==> config.mk <==
export PLATFORM = sky130hd
export DESIGN_NAME = serial_sub_ctrl
export DESIGN_NICKNAME = d
export VERILOG_FILES = /design/src/rtl/serial_sub_ctrl.sv
export SDC_FILE = /design/constraint.sdc
export NUM_CORES = 1
export LEC_CHECK = 0
export CORE_MARGIN = 2
export CORE_UTILIZATION = 45
export CTS_BUF_LIST = sky130_fd_sc_hd__clkbuf_8
export CTS_CLUSTER_DIAMETER = 200
export DETAILED_ROUTE_END_ITERATION = 8
export PLACE_DENSITY = 0.7
export SYNTH_ARGS = -nofsm -noshare
export SYNTH_HDL_FRONTEND = slang
export SYNTH_SLANG_ARGS = --single-unit
==> constraint.sdc <==
create_clock -name clk -period 3.51 [get_ports clk]
set_input_delay 0.8775 -clock clk [delete_from_list [all_inputs] [get_ports clk]]
set_output_delay 0.8775 -clock clk [all_outputs]
set_load 0.01 [all_outputs]
==> src/rtl/serial_sub_ctrl.sv <==
// Bit-serial a - b controller: LSB-first full-subtract cell with operand/result shift registers and start/busy/done handshake.
// Optional zero-result flag enabled by defining SERIAL_SUB_ZERO_FLAG_EN.
module serial_sub_ctrl #(
  parameter int WIDTH = 8,
  parameter int CNT_W = $clog2(WIDTH + 1)
) (
  input  logic             clk,
  input  logic             rst,
  input  logic             start,
  input  logic [WIDTH-1:0] a,
  input  logic [WIDTH-1:0] b,
  output logic             busy,
  output logic             done,
  output logic [WIDTH-1:0] diff,
  output logic             borrow_out
`ifdef SERIAL_SUB_ZERO_FLAG_EN
  ,
  output logic             zero
`endif
);

  typedef enum logic [1:0] {
    IDLE  = 2'd0,
    SHIFT = 2'd1,
    DONE  = 2'd2
  } state_t;

  state_t state_q, state_d;

  logic [WIDTH-1:0] a_sh_q, a_sh_d;
  logic [WIDTH-1:0] b_sh_q, b_sh_d;
  logic [WIDTH-1:0] r_sh_q, r_sh_d;
  logic [WIDTH-1:0] diff_q, diff_d;
  logic [CNT_W-1:0] cnt_q, cnt_d;
  logic             brw_q, brw_d;
  logic             bout_q, bout_d;

  logic x_bit, y_bit, d_bit, b_next;
  logic accept;

`ifdef SERIAL_SUB_ZERO_FLAG_EN
  logic any_one_q, any_one_d;
  logic zero_q, zero_d;
`endif

  always_ff @(posedge clk or posedge rst) begin
    if (rst) begin
      state_q <= IDLE;
      a_sh_q  <= '0;
      b_sh_q  <= '0;
      r_sh_q  <= '0;
      diff_q  <= '0;
      cnt_q   <= '0;
      brw_q   <= 1'b0;
      bout_q  <= 1'b0;
`ifdef SERIAL_SUB_ZERO_FLAG_EN
      any_one_q <= 1'b0;
      zero_q    <= 1'b0;
`endif
    end else begin
      state_q <= state_d;
      a_sh_q  <= a_sh_d;
      b_sh_q  <= b_sh_d;
      r_sh_q  <= r_sh_d;
      diff_q  <= diff_d;
      cnt_q   <= cnt_d;
      brw_q   <= brw_d;
      bout_q  <= bout_d;
`ifdef SERIAL_SUB_ZERO_FLAG_EN
      any_one_q <= any_one_d;
      zero_q    <= zero_d;
`endif
    end
  end

  // Full-subtract cell built from two half subtractors.
  always_comb begin
    x_bit  = a_sh_q[0];
    y_bit  = b_sh_q[0];
    d_bit  = x_bit ^ y_bit ^ brw_q;
    b_next = (~x_bit & y_bit) | (~(x_bit ^ y_bit) & brw_q);
  end

  always_comb begin
    state_d = state_q;
    a_sh_d  = a_sh_q;
    b_sh_d  = b_sh_q;
    r_sh_d  = r_sh_q;
    diff_d  = diff_q;
    cnt_d   = cnt_q;
    brw_d   = brw_q;
    bout_d  = bout_q;
    accept  = 1'b0;
`ifdef SERIAL_SUB_ZERO_FLAG_EN
    any_one_d = any_one_q;
    zero_d    = zero_q;
`endif

    case (state_q)
      IDLE:  accept = start;
      SHIFT: begin
        a_sh_d = {1'b0, a_sh_q[WIDTH-1:1]};
        b_sh_d = {1'b0, b_sh_q[WIDTH-1:1]};
        r_sh_d = {d_bit, r_sh_q[WIDTH-1:1]};
        brw_d  = b_next;
        cnt_d  = cnt_q + CNT_W'(1);
`ifdef SERIAL_SUB_ZERO_FLAG_EN
        any_one_d = any_one_q | d_bit;
`endif
        // Results are published only on the last bit so diff never shows partial sums.
        if (cnt_q >= CNT_W'(WIDTH - 1)) begin
          diff_d  = {d_bit, r_sh_q[WIDTH-1:1]};
          bout_d  = b_next;
          state_d = DONE;
`ifdef SERIAL_SUB_ZERO_FLAG_EN
          zero_d = ~(any_one_q | d_bit);
`endif
        end
      end
      DONE: begin
        accept  = start;
        state_d = IDLE;
      end
      default: state_d = IDLE;
    endcase

    if (accept) begin
      a_sh_d  = a;
      b_sh_d  = b;
      r_sh_d  = '0;
      brw_d   = 1'b0;
      cnt_d   = '0;
      state_d = SHIFT;
`ifdef SERIAL_SUB_ZERO_FLAG_EN
      any_one_d = 1'b0;
`endif
    end
  end

  assign busy       = (state_q == SHIFT);
  assign done       = (state_q == DONE);
  assign diff       = diff_q;
  assign borrow_out = bout_q;
`ifdef SERIAL_SUB_ZERO_FLAG_EN
  assign zero       = zero_q;
`endif

endmodule
==> flow_summary.toml, run 1 <==
[power_and_ir_drop]
clkPwrFrac_pct = 16.9
switching_share_pct = 36.0
powerDensity_mw_per_mm2 = 924
combPwrFrac_pct = 43.0
leakagePower_nw = 0.956
peakVddDrop_mv = 0.572
p_int_w = 0.00123
switchingPower_w = 0.000688
p_total_w = 0.00191
p_seq_share_pct = 40.0

[floorplanning]
core_area_sq_mm = 0.00342
initial_core_util_pct = 48.3
die_w_um = 64.5
placementRows = 21
io_pins = 30
die-area_sq_mm = 0.00416
die_h_um = 64.5

[run]
drv_cap = 0

[setup_path]
crit_required_ns = 2.63
cp_data_arrival_time_ns = 1.60
critPathSlowestCell = "clkdlybuf4s50_1"
startpoint_type = "flop"
worstPathCellList = "nand2b_1, buf_4, inv_4, clkdlybuf4s50_1"
cp_slowest_stage_delay_ns = 0.53
worstSetupPathType = "flop to output pin"
worstPathMaxFanout = 19
r2r_slack_ns = 1.94
endpoint_kind = "output pin"

[layout]
fillers = 295
num-nets-final = 189
drive_gt1_share_pct = 14.2
syn_to_final_growth_pct = 25.6
num_antenna_cells = 0

[logic_synthesis]
synth_most_common_cell = "dfrtp_1"
synth_commonest_cells = "39 x dfrtp_1, 19 x nand2_1, 12 x a22oi_1, 12 x nand3_1, 10 x a22o_1"
synth_edf_count = 0
synth_flop_cell = "dfrtp_1"
ys_seq_area_share_pct = 59.2
synth_nets = 157
synth_cells = 136
netlist_top_cells_area = "dfrtp_1 59%, a22oi_1 5.5%, mux2_2 5.5%"
synth_async_sr_flop_share_pct = 100
yosysUniqueCellTypes = 31
synth-seq-cells = 39
mappedNetlistArea_sq_mm = 0.00165
synth_area_leader_cell = "dfrtp_1"
syn_avg_cell_area_sq_um = 12.1
yosysTopAreaCellShare_pct = 59.2
ys_warn_count = 0

[place]
post-dp-hpwl_um = 2140
io_buffers = 29
gp_congestion = 0.750

[detailed_routing]
routed_wl_um = 3100
detail-route-antenna-nets = 0
vias = 1119
detail_route.iter0.violations = 48
drc = 0
vias_per_cell = 5.20
first_pass_iters = 4
routedWlPerCell_um = 14.4

[clock_tree]
cts.sinks = 39
cts_root_buf = "clkbuf_8"
post_cts_resized = 0
postCtsSetupBuffers = 0
cts_tree = "built"
htree_levels = 2
clkTransAtPathRegs_ns = 0.07
clk_latency_ns = 0.29
hold_buffers = 0
clk_path_buf_depth = 2
cts_made_buffers = 5

[grt]
antenna_found_initial = 0
grt_pass1_wl_um = 5490
overflow = 0
grt_max_degree = 30
grt_pass1_vias = 1184
grt_usage_pct = 17.4

[timing]
min_period_ns = 2.48
fmax_mhz = 404
hold_violations = 0
setup_tns_ns = 0
slew_headroom_pct = 55.5
worst_clock_skew_ns = 0.00373
tightest_slew_ns = 0.667
slew_viol_final = 0
period_share_pct = 70.6
rsz0062_at_grt = "false"
setup_viol = 0

[worst_hold_path]
hold_path_class = "flop to flop"

[outcome]
outcome = "complete, no violations"
==> placed cells by master (no fill, tap or decap), types with 2 or more instances in the layout <==
master           count
inv_1                4
nand2_1             19
clkbuf_8             7
mux2_2               8
buf_4                5
a22o_1              10
nor2_1               2
dfrtp_1             39
mux2i_1              2
a22oi_1             12
nand2b_1             2
nand3_1             12
clkdlybuf4s50_1     29
nor2b_1              3
==> flip-flops by register name, indices dropped and copies added, names as in the netlist <==
name,flops
borrow_out,1
a_sh_q,8
diff,8
r_sh_q,7
state_q,2
b_sh_q,8
cnt_q,4
brw_q,1
==> critical path: cells and delay by family (launching register included) <==
family        cells  cell delay, ns
buf+inv           3            0.81
flops             1            0.36
simple gates      1            0.14
==> per-layer routing <==
layer / GRT usage [%] / vias to the layer above / wire length [um] / part of all wire (%)
met5: 0 / - / 0 / 0
met4: 7.45 / 0 / 48 / 1.5
met3: 5.56 / 6 / 163 / 5.3
met2: 27.9 / 33 / 1410 / 45
met1: 21.6 / 534 / 1480 / 48
li1: - / 546 / - / -
==> layout make-up <==
| type | instances | area (sq um) | share of cell area (%) |
|---|---|---|---|
| sequential | 39 | 976 | 47.1 |
| timing repair buffer | 34 | 328 | 15.8 |
| inverter | 4 | 17.5 | 0.845 |
| tap | 46 | 57.6 | 2.78 |
| clock buffer | 7 | 96.3 | 4.65 |
| clock inverter | 1 | 3.75 | 0.181 |
| multi-input combinational | 84 | 593 | 28.6 |
==> through the flow <==
| stage | cells | hold WS [ns] | util, % | instance area, sq um | worst slack (ns) |
|---|---|---|---|---|---|
| after global routing | 215 | 0.528 | 60.7 | 2070 | 0.973 |
| after CTS | 215 | 0.503 | 60.7 | 2070 | 1.03 |
| after global placement | 207 | 0.472 | 57.7 | 1970 | 1.30 |
| after detailed placement | 207 | 0.486 | 57.7 | 1970 | 1.28 |
| final | 215 | 0.500 | 60.7 | 2070 | 1.03 |
| after floorplan | 136 | 0.456 | - | 1650 | 1.74 |
==> cell families after synthesis <==
logic type,share of synthesized area [%]
AOI/OAI and AO/OA,13.9
muxes,6.68
DFF,59.2
buffers and inverters,4.86
xor gates and xnor gates,0.531
and+or+nand+nor,12.9
adders and majority gates,1.97
==> final timing paths <==
kind                                        start                     to  depth (start not counted)
max                        state_q[1]$_DFFE_PP0P_                   busy                          4
min                         b_sh_q[4]$_DFFE_PP0P_  b_sh_q[4]$_DFFE_PP0P_                          2
max reg2reg                state_q[1]$_DFFE_PP0P_  b_sh_q[0]$_DFFE_PP0P_                          6
min reg2reg                 b_sh_q[4]$_DFFE_PP0P_  b_sh_q[4]$_DFFE_PP0P_                          2
max in group asynchronous                     rst  a_sh_q[7]$_DFFE_PP0P_                          3
min in group asynchronous                     rst  b_sh_q[7]$_DFFE_PP0P_                          2
==> power groups by stage <==
stage / sequential (W) / combinational [W] / clock [W]
2_1_floorplan: 0.000768 / 0.000602 / 0
5_1_grt: 0.000794 / 0.000920 / 0.000357
4_1_cts: 0.000765 / 0.000833 / 0.000332
3_5_place_dp: 0.000775 / 0.000822 / 0
3_3_place_gp: 0.000765 / 0.000801 / 0
6_report: 0.000767 / 0.000824 / 0.000324
Note: power is estimated with default switching activity, not from simulation.
==> run 2: changes to the inputs <==
==> constraint.sdc (replaced) <==
create_clock -name clk -period 2.6 [get_ports clk]
set_input_delay 0.65 -clock clk [delete_from_list [all_inputs] [get_ports clk]]
set_output_delay 0.65 -clock clk [all_outputs]
set_load 0.01 [all_outputs]
==> run 2 against run 1 <==
Net effect: non-clock buffer count is 1 lower; clock power increased by 26%; clock-buffer cell count is 1 lower; global-route usage grew 0.28 points; critical endpoint unchanged; largest cell class unchanged; combinational power rose by 35%; sequential cell count unchanged.
==> flow_summary.toml, run 2 (synthesis gave the netlist of run 1 again) <==
[layout]
num-nets-final = 188
drive_gt1_share_pct = 13.8
mostFrequentLayoutCells = "39 x dfrtp_1, 29 x clkdlybuf4s50_1, 19 x nand2_1"
syn_to_final_growth_pct = 24.4
num_antenna_cells = 0
final_common_cell = "dfrtp_1"
fillers = 292
design_area_sq_mm = 0.00205

[timing]
worst_clock_skew_ns = 0.00682
slew_headroom_pct = 58.5
setup_tns_ns = 0
period_share_pct = 82.3
rsz0062_at_grt = "false"
fin_hold_ws_ns = 0.490
hold_violations = 0
slew_viol_final = 0
fmax_mhz = 467
min_period_ns = 2.14
tightest_slew_ns = 0.623
setup_viol = 0

[setup_path]
worstSetupPathType = "flop to output pin"
cp_data_arrival_time_ns = 1.49
endpoint_kind = "output pin"
startpoint_type = "flop"
crit_required_ns = 1.95
worstPathMaxFanout = 2

[detailed_routing]
top_layer = "met4"
vias_per_cell = 5.33
first_pass_iters = 4
drt-met1-wl_um = 1400
routedWlPerCell_um = 14.7
detail_route.iter0.violations = 45
route.met2.wl_um = 1460
met3_wirelength_um = 187
drc = 0
vias = 1135
routed_wl_um = 3130
detail-route-antenna-nets = 0

[grt]
grt_pass1_wl_um = 5490
grt_pass1_vias = 1178
antenna_found_initial = 0
grt_usage_pct = 17.6
overflow = 0
grt_max_degree = 40

[clock_tree]
postCtsSetupBuffers = 0
hold_buffers = 0
cts.sinks = 39
clk_latency_ns = 0.29
cts_made_buffers = 5
cts_root_buf = "clkbuf_8"
clk_path_buf_depth = 2
clkTransAtPathRegs_ns = 0.08
post_cts_resized = 0
cts_tree = "built"
htree_levels = 2

[place]
gp_congestion = 0.735
placed_area_sq_mm = 0.00196
post-dp-hpwl_um = 2050
io_buffers = 29

[outcome]
outcome = "complete, no violations"

[floorplanning]
die_w_um = 64.5
die-area_sq_mm = 0.00416
io_pins = 30
placementRows = 21
core_area_sq_mm = 0.00342
initial_core_util_pct = 48.3
die_h_um = 64.5

[power_and_ir_drop]
leakagePower_nw = 0.943
powerDensity_mw_per_mm2 = 1250
peakVddDrop_mv = 0.647

[worst_hold_path]
hold_path_class = "flop to flop"

[run]
drv_cap = 0
==> run 2: layout make-up <==
| class | count | area [sq um] | area share (%) |
|---|---|---|---|
| inverter | 4 | 17.5 | 0.854 |
| clock buffer | 6 | 82.6 | 4.02 |
| clock inverter | 1 | 5.00 | 0.244 |
| timing repair buffer | 33 | 320 | 15.6 |
| multi-input combinational | 84 | 593 | 28.9 |
| sequential | 39 | 976 | 47.6 |
| tap | 46 | 57.6 | 2.80 |
==> run 2: per-layer routing <==
| layer | global-route usage, % | up-vias |
|---|---|---|
| li1 | - | 540 |
| met1 | 22.7 | 556 |
| met2 | 26.3 | 33 |
| met3 | 6.08 | 6 |
| met4 | 9.31 | 0 |
| met5 | 0 | - |
==> run 2: critical path, cell delays in order (launching register included) <==
cell and delay [ns]:
dfrtp_1 0.37, nand2b_1 0.21, inv_4 0.08, clkdlybuf4s50_1 0.54
==> run 2: final timing paths <==
kind / from / endpoint / slack [ns] / cells past startpoint
worst max-delay path: state_q[1]$_DFFE_PP0P_ / busy / 0.46 / 3
worst min-delay path: brw_q$_DFFE_PP0P_ / brw_q$_DFFE_PP0P_ / 0.49 / 1
worst max register to register: state_q[1]$_DFFE_PP0P_ / diff[1]$_DFFE_PP0P_ / 0.99 / 4
worst min register to register: brw_q$_DFFE_PP0P_ / brw_q$_DFFE_PP0P_ / 0.49 / 1
max in group asynchronous: rst / a_sh_q[1]$_DFFE_PP0P_ / 1.48 / 3
min in group asynchronous: rst / diff[6]$_DFFE_PP0P_ / 0.78 / 3
==> run 2: through the flow <==
stage	util [%]	worst slack, ns	instances	power (W)
floorplan	-	1.06	136	0.00185
global placement	57.5	0.623	206	0.00212
detailed placement	57.5	0.581	206	0.00216
CTS	60.1	0.451	213	0.00258
global route	60.1	0.406	213	0.00277
finish	60.1	0.459	213	0.00256
==> run 2: report_power, final <==
group          total (W)  switching [W]  internal, W  leakage [nW]
registers        0.00104       0.000161     0.000878         0.497
logic            0.00111       0.000573     0.000537         0.399
clock network   0.000409       0.000201     0.000208        0.0470
total            0.00256       0.000935      0.00162         0.943
==> edit, RTL diff (config.mk and constraints of run 2) <==
Add a define of `SERIAL_SUB_ZERO_FLAG_EN`.
--- a/src/rtl/serial_sub_ctrl.sv
+++ b/src/rtl/serial_sub_ctrl.sv
@@ -1,4 +1,6 @@
 // Bit-serial a - b controller: LSB-first full-subtract cell with operand/result shift registers and start/busy/done handshake.
 // Optional zero-result flag enabled by defining SERIAL_SUB_ZERO_FLAG_EN.
+`define SERIAL_SUB_ZERO_FLAG_EN
+
 module serial_sub_ctrl #(
   parameter int WIDTH = 8,
Check against the original RTL (old outputs only; new: zero): equivalent (equiv_simple and equiv_induct, registers matched by name and starting in step).
==> edit against run 2 <==
First-iteration DRC count up 49%; die area is 6.9% higher; worst setup slack worse by 0.097 ns; cell area grew 5.7%; wire length down 1.1%; area after synthesis increased by 7.4%; non-clock buffer count did not move; total power grew 5.8%; sequential cell count up 2; critical path type unchanged.
==> edit: results (changes against run 2) <==
\begin{tabular}{lr}
\hline
Metric & Value \\
\hline
\multicolumn{2}{l}{\textbf{Placement}} \\
\quad HPWL after DPL & 2.066 mm (was 2.048 mm) \\
\quad Buffers on Ports & 30 (was 29) \\
\quad Weighted congestion reported at the end of routability-driven placement & 0.7720 (was 0.7354) \\
\quad Cell count after placement & 214 (was 206) \\
\multicolumn{2}{l}{\textbf{Synthesis}} \\
\quad Seq/Total Area, Yosys & 57.95\% (was 59.18\%) \\
\quad Synthesized netlist net count & 163 (was 157) \\
\quad Top post-synthesis cells by area & sky130\_fd\_sc\_hd\_\_dfrtp\_1, sky130\_fd\_sc\_hd\_\_mux2\_4, sky130\_fd\_sc\_hd\_\_a22oi\_1 (was sky130\_fd\_sc\_hd\_\_dfrtp\_1, sky130\_fd\_sc\_hd\_\_a22oi\_1, sky130\_fd\_sc\_hd\_\_mux2\_2) \\
\quad Post-Synthesis Mean Instance Area & 12.47 um2 (was 12.13 um2) \\
\multicolumn{2}{l}{\textbf{GRT}} \\
\quad Number of global-route vias before repair & 1185 (was 1178) \\
\quad Maximum number of pins on one net before global-route repair & 42 (was 40) \\
\quad Global-route wire length before repair & 5.306 mm (was 5.485 mm) \\
\quad GR Util All Layers & 16.19\% (was 17.63\%) \\
\multicolumn{2}{l}{\textbf{Routing}} \\
\quad Total length of routed met2 wires & 1.446 mm (was 1.460 mm) \\
\quad Initial detailed-routing violation count & 67 (was 45) \\
\quad Met1 WL & 1.465 mm (was 1.398 mm) \\
\quad Average wire length per cell after detail routing & 14.00 um (was 14.69 um) \\
\quad Via-per-instance ratio & 5.208 (was 5.329) \\
\multicolumn{2}{l}{\textbf{Power}} \\
\quad Leakage power total & 1.001 nW (was 0.9425 nW) \\
\quad Peak supply drop & 0.6725 mV (was 0.6465 mV) \\
\multicolumn{2}{l}{\textbf{Finish}} \\
\quad Number of nets in the layout & 194 (was 188) \\
\quad Post-Layout Cell Count & 221 (was 213) \\
\quad Fraction of final layout cells with drive strength greater than 1 & 12.72\% (was 13.77\%) \\
\multicolumn{2}{l}{\textbf{Outcome}} \\
\quad Status & complete, no violations (unchanged) \\
\multicolumn{2}{l}{\textbf{Clock tree}} \\
\quad Number of levels the H-tree was split into & 2 (unchanged) \\
\multicolumn{2}{l}{\textbf{Timing}} \\
\quad Max\_slew headroom & 57.43\% (was 58.49\%) \\
\quad Final setup skew & 0.003179 ns (was 0.006821 ns) \\
\multicolumn{2}{l}{\textbf{Setup path}} \\
\quad Top fanout value on the critical path & 21 (was 2) \\
\hline
\end{tabular}
-- edit: final timing paths --
| path | from | to | slack, ns | depth (start not counted) |
|---|---|---|---|---|
| worst max-delay path | state_q[1] | busy | 0.36 | 3 |
| worst min register to register | any_one_q | zero | 0.46 | 1 |
| worst max register to register | state_q[0] | r_sh_q[7] | 1.00 | 5 |
| min in group asynchronous | rst | diff[0] | 0.79 | 3 |
| max in group asynchronous | rst | b_sh_q[1] | 1.45 | 3 |
| worst min-delay path | any_one_q | zero | 0.46 | 1 |
-- edit: report_power, final --
part / total, mW / internal, mW / switching, mW
logic: 1.20 / 0.598 / 0.600
registers: 1.11 / 0.926 / 0.182
clock network: 0.403 / 0.206 / 0.196
total: 2.71 / 1.73 / 0.978
-- edit: cell type report --
type                    count  area, um2
clock buffers               6      82.58
clock inverters             1      3.754
fillers                   318       1548
inverters                   4      17.52
multi-input cells          88      655.6
flip-flops and latches     41       1026
well taps                  48      60.06
repair buffers             33      322.8
-- edit: logic make-up after synthesis --
family / after synthesis / synth area share (%)
AO/OA/AOI/OAI: 32 / 14.42
XOR/XNOR: 1 / 0.4948
adder cells (fa/ha/maj): 2 / 1.837
buffers and inverters: 13 / 5.017
flip-flops: 41 / 57.95
multiplexers: 10 / 7.916
AND/OR/NAND/NOR: 43 / 12.37
-- edit: routing by layer --
metal / global-route usage [%] / vias up
li1: - / 564
met5: 0 / -
met4: 6.122 / 0
met2: 26.38 / 30
met3: 4.054 / 4
met1: 20.75 / 553
-- edit: metrics by stage --
step	hold slack, ns	instance area, um2
after detailed placement	0.4549	2082
after CTS	0.4630	2168
after global placement	0.4543	2082
final	0.4610	2168
after global routing	0.4956	2168
after floorplan	0.4359	1770
